===== src/rtl/pc_pkg.sv =====
// Shared definitions for the program-counter unit: next-pc source encoding
// and the sequential increment.
package pc_pkg;

  typedef enum logic [2:0] {
    SRC_RESET,
    SRC_TRAP,
    SRC_REDIRECT,
    SRC_RAS,
    SRC_SEQ,
    SRC_HOLD
  } pc_src_e;

  localparam int unsigned PC_INC = 4;

endpackage


===== src/rtl/pc_ras.sv =====
// Circular return-address stack. When full, a push overwrites the oldest
// entry and the count saturates at DEPTH. A simultaneous push and pop
// replaces the top entry and leaves the count unchanged.
module pc_ras
  import pc_pkg::*;
#(
  parameter int unsigned XLEN  = 32,
  parameter int unsigned DEPTH = 4
) (
  input  logic                       clk,
  input  logic                       rst,
  input  logic                       push,
  input  logic                       pop,
  input  logic [XLEN-1:0]            push_data,
  output logic [XLEN-1:0]            top,
  output logic                       empty,
  output logic [$clog2(DEPTH+1)-1:0] count
);

  localparam int unsigned AW = $clog2(DEPTH);
  localparam int unsigned CW = $clog2(DEPTH + 1);

  logic [XLEN-1:0] mem [DEPTH];
  logic [AW-1:0]   sp;
  logic [AW-1:0]   top_idx;
  logic [CW-1:0]   cnt;
  logic            do_pop;
  logic            wr_en;
  logic [AW-1:0]   wr_idx;

  assign top_idx = sp - AW'(1);
  assign do_pop  = pop && (cnt != '0);
  assign top     = mem[top_idx];
  assign empty   = (cnt == '0);
  assign count   = cnt;

  // Write slot: replace the top on push+pop, otherwise append at sp.
  always_comb begin
    wr_en  = push;
    wr_idx = sp;
    if (push && do_pop) begin
      wr_idx = top_idx;
    end
  end

  // Entry storage needs no reset; validity is tracked by cnt.
  always_ff @(posedge clk) begin
    if (wr_en) begin
      mem[wr_idx] <= push_data;
    end
  end

  // Stack pointer and occupancy count.
  always_ff @(posedge clk) begin
    if (rst) begin
      sp  <= '0;
      cnt <= '0;
    end else if (push && do_pop) begin
      sp  <= sp;
      cnt <= cnt;
    end else if (push) begin
      sp <= sp + AW'(1);
      if (cnt != CW'(DEPTH)) begin
        cnt <= cnt + CW'(1);
      end
    end else if (do_pop) begin
      sp  <= sp - AW'(1);
      cnt <= cnt - CW'(1);
    end
  end

endmodule


===== src/rtl/pc_unit.sv =====
// Program-counter unit with reset/trap/redirect/return/sequential priority.
// Optional return-address stack is enabled by defining PC_UNIT_RAS_EN;
// without it, is_call/is_ret are ignored and ras_empty is tied high.
module pc_unit
  import pc_pkg::*;
#(
  parameter int unsigned     XLEN         = 32,
  parameter logic [XLEN-1:0] RESET_VECTOR = XLEN'(32'h0000_0000),
  parameter logic [XLEN-1:0] TRAP_VECTOR  = XLEN'(32'h0000_0100),
  parameter int unsigned     RAS_DEPTH    = 4
) (
  input  logic            clk,
  input  logic            rst,
  input  logic            stall,
  input  logic            fetch_ready,
  input  logic            redirect_valid,
  input  logic [XLEN-1:0] redirect_target,
  input  logic            trap,
  input  logic            is_call,
  input  logic            is_ret,
  output logic [XLEN-1:0] pc,
  output logic            pc_valid,
  output logic            pc_misaligned,
  output logic            ras_empty
);

  logic            accept;
  logic            ret_hit;
  logic [XLEN-1:0] seq_pc;
  logic [XLEN-1:0] ras_top;
  logic [XLEN-1:0] next_pc;
  pc_src_e         src;

  assign accept = pc_valid && fetch_ready && !stall;
  assign seq_pc = pc + XLEN'(PC_INC);

`ifdef PC_UNIT_RAS_EN
  logic                           ras_push;
  logic                           ras_pop;
  logic [$clog2(RAS_DEPTH+1)-1:0] unused_ras_count;

  // Stack updates are suppressed whenever trap or redirect steers the pc.
  assign ras_push = accept && is_call && !trap && !redirect_valid;
  assign ras_pop  = accept && is_ret && !ras_empty && !trap && !redirect_valid;
  assign ret_hit  = accept && is_ret && !ras_empty;

  pc_ras #(
    .XLEN  (XLEN),
    .DEPTH (RAS_DEPTH)
  ) u_ras (
    .clk       (clk),
    .rst       (rst),
    .push      (ras_push),
    .pop       (ras_pop),
    .push_data (seq_pc),
    .top       (ras_top),
    .empty     (ras_empty),
    .count     (unused_ras_count)
  );
`else
  logic unused_ras_inputs;

  assign unused_ras_inputs = ^{is_call, is_ret};
  assign ret_hit           = 1'b0;
  assign ras_top           = '0;
  assign ras_empty         = 1'b1;
`endif

  // Select the next-pc source by fixed priority and form its value.
  always_comb begin
    src     = SRC_HOLD;
    next_pc = pc;
    if (rst) begin
      src     = SRC_RESET;
      next_pc = RESET_VECTOR;
    end else if (trap) begin
      src     = SRC_TRAP;
      next_pc = TRAP_VECTOR;
    end else if (redirect_valid) begin
      src     = SRC_REDIRECT;
      next_pc = {redirect_target[XLEN-1:2], 2'b00};
    end else if (ret_hit) begin
      src     = SRC_RAS;
      next_pc = ras_top;
    end else if (accept) begin
      src     = SRC_SEQ;
      next_pc = seq_pc;
    end
  end

  // Registered pc, validity and one-cycle misalignment flag.
  always_ff @(posedge clk) begin
    if (src == SRC_RESET) begin
      pc            <= RESET_VECTOR;
      pc_valid      <= 1'b0;
      pc_misaligned <= 1'b0;
    end else begin
      pc            <= next_pc;
      pc_valid      <= 1'b1;
      pc_misaligned <= (src == SRC_REDIRECT) && (redirect_target[1:0] != 2'b00);
    end
  end

endmodule


===== config.mk =====
export PLATFORM = sky130hd
export DESIGN_NAME = pc_unit
export DESIGN_NICKNAME = d
export VERILOG_FILES = /design/src/rtl/pc_pkg.sv /design/src/rtl/pc_ras.sv /design/src/rtl/pc_unit.sv
export SDC_FILE = /design/constraint.sdc
export NUM_CORES = 1
export LEC_CHECK = 0
export ABC_AREA = 1
export BUFFER_PORTS_ARGS = -buffer_cell sky130_fd_sc_hd__buf_2
export CAP_MARGIN = 20
export CORE_UTILIZATION = 53
export CTS_BUF_LIST = sky130_fd_sc_hd__clkbuf_4
export CTS_CLUSTER_DIAMETER = 120
export DETAILED_ROUTE_END_ITERATION = 16
export HOLD_SLACK_MARGIN = 0.08
export PLACE_DENSITY = 0.91
export SLEW_MARGIN = 20
export SYNTH_ARGS = -nofsm -noshare
export SYNTH_HDL_FRONTEND = slang
export SYNTH_HIERARCHICAL = 1
export SYNTH_SLANG_ARGS = --single-unit
export TNS_END_PERCENT = 30

===== constraint.sdc =====
create_clock -name clk -period 1.7 [get_ports clk]
set_clock_uncertainty 0.15 [all_clocks]
set_input_delay 0.34 -clock clk [delete_from_list [all_inputs] [get_ports clk]]
set_output_delay 0.34 -clock clk [all_outputs]
set_load 0.03 [all_outputs]

**After elaboration in Yosys (flattened, before gate mapping)**

Cells that the tools add are included.

- Memory bits (read-only): 0
- Bits in writable memories: 0
- Flip-flop bits (word level): 34
- Bits in latches: 0
- Memories: 0
- Input port bits: 40
- Output and inout port bits: 35

- Shifts and indexed selects: 0
- Bitwise logic cells: 0
- Div/mod/pow operators: 0
- $add $sub $neg: 1
- Eq/ne operators: 1
- Order comparisons: 0
- Reduce and logical (&&, ||, !) cells: 11
- Muxes and demuxes: 8
- Multiply operators: 0

Operators with widths:

| kind | count |
|---|---|
| $mux 32 | 2 |
| $add 32x3->32 const B | 1 |
| $mux 3 | 3 |
| $mux 9 | 1 |
| $reduce_bool 2->1 | 2 |
| $reduce_or 4->1 | 1 |
| $eq 3x2->1 const B | 1 |
| $logic_and 1x1->1 | 3 |
| $logic_not 3->1 | 1 |
| $reduce_bool 3->1 | 1 |
| $reduce_or 3->1 | 1 |
| $mux 1 | 2 |
| $reduce_or 2->1 | 1 |
| $logic_not 1->1 | 1 |

**Depth between registers and ports, before layout**

- Depth after elaboration: 8
- Depth in mapped cells: 10

**Worst setup path before layout**

No wires, ideal clock.

- Path type: reg2reg
- Start point: register pc[2]
- End point: register pc[30]
- Setup slack: -0.104 ns
- Cell stages (with the launch flop): 11
- Required time: 1.441 ns
- Data arrival time: 1.545 ns
- Cell sequence: dfxtp_1 -> ha_1 -> nand2_1 -> nor2_4 -> nand3_1 -> nor2_1 -> nand2_1 -> nand2_1 -> nand3_1 -> nand2_1 -> inv_1

- Cells in the longest elaborated chain, start to end: 3

RTL lines:

| item | line | source |
|---|---|---|
| start: declaration | pc_unit.sv:21 | `output logic [XLEN-1:0] pc,` |
| start signal: assignment | pc_unit.sv:98 | `pc <= next_pc;` |
| $add 32x3->32 | pc_unit.sv:35 | `assign seq_pc = pc + XLEN'(PC_INC);` |
| $mux 32 | pc_unit.sv:85 | `end else if (accept) begin` |
| $mux 32 | pc_unit.sv:79 | `end else if (redirect_valid) begin` |

No other way between the ends. The select of a mux whose other input is x is not followed.
A chain may end at the register's enable or synchronous reset.

**Worst setup path after layout**

- Start point: register pc[4]
- End point: register pc[19]

Same word-level chain as after synthesis.

==> results.md <==
Timing:
- The number of endpoints with negative hold slack in the final report is 0.
- Timing would allow up to 603 MHz.
- Dividing the final minimum period by the clock period gives 97.6%.
- The final-layout worst hold slack is 0.0852 ns.
- The final count of pins violating max slew came to 0.
- The shortest clock period the worst path allows after layout is about 1.7 ns.
- Setup repair after global routing could not meet its margin everywhere.
- Setup violations remaining at the end of the flow were counted as 0.

Setup path:
- On the critical path, the stage with the largest delay is an instance of dfxtp_1.
- The startpoint of the worst-slack reg-to-reg timing path is pc[4].
- In this run the worst setup path begins at pc[4].
- On the worst path, the slowest cell contributes a delay of 0.42 ns.
- The worst setup path is captured at a flip-flop.
- The worst setup path is launched from a flip-flop.
- Measured in cells, the most critical reg-to-reg path has a length of 6.
- The endpoint identified for the worst register-to-register timing path is pc[19].
- The critical path is of the reg2reg type.
- The signal on the critical path passes through nand2_1, nor2_4, nand3_2, o21ai_0, nand3_1, a21oi_1.
- At the worst endpoint, the arrival time is 1.78 ns.
- Setup slack on the worst reg-to-reg path comes out at around 0.042 ns.
- The maximum fanout encountered on the critical timing path is 5.
- At the worst endpoint, the required time is between 1.5 and 2 ns.

Power and ir drop:
- Of the total power, registers draw roughly half.
- The leakage dissipation is 1.48 nW.
- Combinational logic is responsible for 20.0% of the overall power.
- Cell internal power was estimated by the tool at 1.08 mW.
- Power spread over the standard cell area amounts to 540 nW/um^2.
- The switching share of total power is 32.1%.
- The net switching component of the power is a little over 0.5 mW.
- The worst-case IR drop observed on VDD is 466 uV.
- In this run, the clock network consumes 28.9% of the power.

Cells and area:
- Cells with a size suffix above 1 make up 31.2% of the layout.
- The number of antenna cells inserted is 0.
- The filler cells instantiated in the layout total between 300 and 400.
- The number of nets in the final layout is ~500.
- Measured on the finished design, the core utilization comes to just over 70%.
- The area added between synthesis and finish is 24.6%.

Synthesis:
- The average size of a mapped cell is 6.28 um^2.
- For this run, the leading register cell type out of synthesis is dfxtp_1.
- The post-synthesis instance total is 378.
- The post-synthesis sequential element count is 32.
- After synthesis the cells add up to 2370 um^2.
- The dominant cell type by area after synthesis is dfxtp_1.
- In this run the biggest area consumer among cell types represents between 20% and 30% of the synthesized area.
- During synthesis, Yosys emitted a total of 6 warnings.
- The number of distinct standard cells referenced by the synthesized netlist is 35.
- The proportion of synthesized flip-flops having asynchronous set or reset is 0%.
- Ranked by total cell area, the synthesized netlist is headed by dfxtp_1 27%, nand2_1 16%, inv_1 9.2%.
- The synthesized design contains 0 enable-type register cells.
- The portion of the post-synthesis area used by sequential elements is 27.0%.

Routing:
- The via count of the routed design is 2672.
- The remaining antenna violation count is 0.
- The initial detailed-routing violation count is 262.
- For this block, the routed nets add up to 6.71 mm of wire.
- The detailed-route wire length per cell is 13.2 um.
- After detailed routing, the number of vias per cell comes to 5.25.
- The first detailed-routing pass ran for 4 iterations.
- After detailed routing, the number of remaining DRC violations is 0.

Floorplanning:
- The die width is 68.9 um.
- The row count is 23.
- The region available for standard cell placement spans 4140 um^2.
- The number of primary I/O pins is 75.
- The effective utilization at floorplan is 57.3%.
- The full die area is 4750 um^2.
- The floorplan step set the die height to 68.9 um.

Global route:
- The wire length of the first global-routing pass is around 10 mm.
- The total track usage is roughly 30%.
- Entering global routing, the biggest net connects 23 pins.
- The initial antenna violation count came to 0.
- The number of global-route vias before repair was 2401.
- Global routing finished with a remaining overflow of 0.

Status:
- The run finished with clean final reports.

Run:
- Max-cap violations in this run came to 0.

Min path:
- Counting instances, the worst hold path has a depth of 3.
- The worst hold path terminates at pc[3].
- In this run the most critical hold path is launched from redirect_target[3].
- The tightest min-delay check is of the in2reg type.

CTS:
- Buffers inserted during clock tree synthesis total 5.
- The tree is rooted in a clkbuf_4.
- The clock tree from TritonCTS is yes.
- The clock passes through at most 2 buffers.
- The insertion delay of the later-clocked pin in the worst-skew pair is 0.35 ns.
- The clock transition time at the flip-flop clock pins of the worst setup and hold paths is around 0.10 ns.
- CTS built an H-tree with a depth of 2.
- Counting every sink on the clock net gives 32.

Placement:
- The count of port buffers added during placement is 69.
- At the end of routability-driven placement, the weighted congestion stood at 0.906.
- Once detailed placement completed, the half-perimeter wirelength came to 4.95 mm.
[sequential cells by signal (all words and copies together), names as in the netlist]
register and cells:
pc 30, pc_misaligned 1, pc_valid 1
[critical path: cells and delay by family (launching register included)]
kind            cells  cell delay (ns)
simple gates        4             0.63
flops               1             0.42
compound gates      2             0.39
[kinds of logic after synthesis]
logic type | count (synthesis) | share of synthesized area (%)
adder cells (fa/ha/maj) | 1 | 0.527
flip-flops | 32 | 27.0
AO/OA/AOI/OAI | 53 | 12.9
buffers and inverters | 71 | 12.0
other | 2 | 0.316
XOR/XNOR | 10 | 4.32
AND/OR/NAND/NOR | 209 | 43.0
[worst max-delay path by stage]
stage	to	slack, ns
after floorplan	pc[30]	0.04
after global placement	pc[30]	0.09
after detailed placement	pc[30]	0.06
after CTS	pc[30]	0.05
after global routing	pc[28]	-0.04
final	pc[19]	0.04
[Yosys cell counts, types with 3 or more instances]
cell and instances:
nand2_1 104, inv_1 58, nor2_1 37, dfxtp_1 32
nand3_1 31, o21ai_0 18, a21oi_1 17, nor2_4 11
nand2_2 10, xor2_1 6, a21oi_2 5, clkbuf_1 5
buf_4 4, nand4_1 4, o21ai_1 4, a31oi_1 3
[cell usage in the layout (no fill, tap or decap), types with 4 or more instances in the layout]
cell / instances
nand2_1: 102
buf_2: 69
inv_1: 57
nor2_1: 35
nand3_1: 29
dfxtp_1: 26
o21ai_0: 18
a21oi_1: 16
buf_4: 13
nand2_2: 12
nor2_4: 11
clkbuf_4: 7
a21oi_2: 6
xor2_1: 6
dfxtp_2: 5
nor2_2: 4
nand4_1: 4
o21ai_1: 4
[layer usage]
metal / global-route usage, % / vias up / share of wire, %
li1: - / 1335 / -
met1: 36.1 / 1196 / 41
met2: 50.4 / 117 / 49
met3: 5.59 / 24 / 6.2
met4: 11.2 / 0 / 3.5
met5: 0 / - / 0
[per-stage QoR]
stage / instance area (um^2) / setup slack [ns] / TNS [ns] / cells / power [mW]
finish: 2960 / 0.0415 / 0 / 509 / 1.60
global route: 2960 / -0.0364 / -0.134 / 509 / 1.67
CTS: 2900 / 0.0497 / 0 / 507 / 1.59
detailed placement: 2830 / 0.0649 / 0 / 498 / 1.14
global placement: 2830 / 0.0894 / 0 / 498 / 1.13
floorplan: 2380 / 0.0414 / 0 / 379 / 1.03
[power groups by stage]
stage | clock (mW) | sequential (mW) | combinational (mW)
2_1_floorplan | 0 | 0.885 | 0.140
3_3_place_gp | 0 | 0.830 | 0.302
6_report | 0.461 | 0.817 | 0.320
3_5_place_dp | 0 | 0.831 | 0.312
5_1_grt | 0.495 | 0.821 | 0.350
4_1_cts | 0.461 | 0.814 | 0.315
[repair_timing]
action | 4_1_cts | 5_1_grt
hold buffers | 1 | 0
hold endpoints to repair | 2 | 0
endpoints found under the setup margin | 0 | 16
setup buffers | 0 | 2
gates resized for setup | 0 | 16
[final cells by class]
type	count	area [um^2]	area share, %
clock buffer	7	52.6	1.78
inverter	59	221	7.48
multi-input combinational	276	1500	50.5
timing repair buffer	84	473	16.0
clock inverter	1	3.75	0.127
tap	50	62.6	2.11
sequential	32	651	22.0
Note: power is estimated with default switching activity, not from simulation.
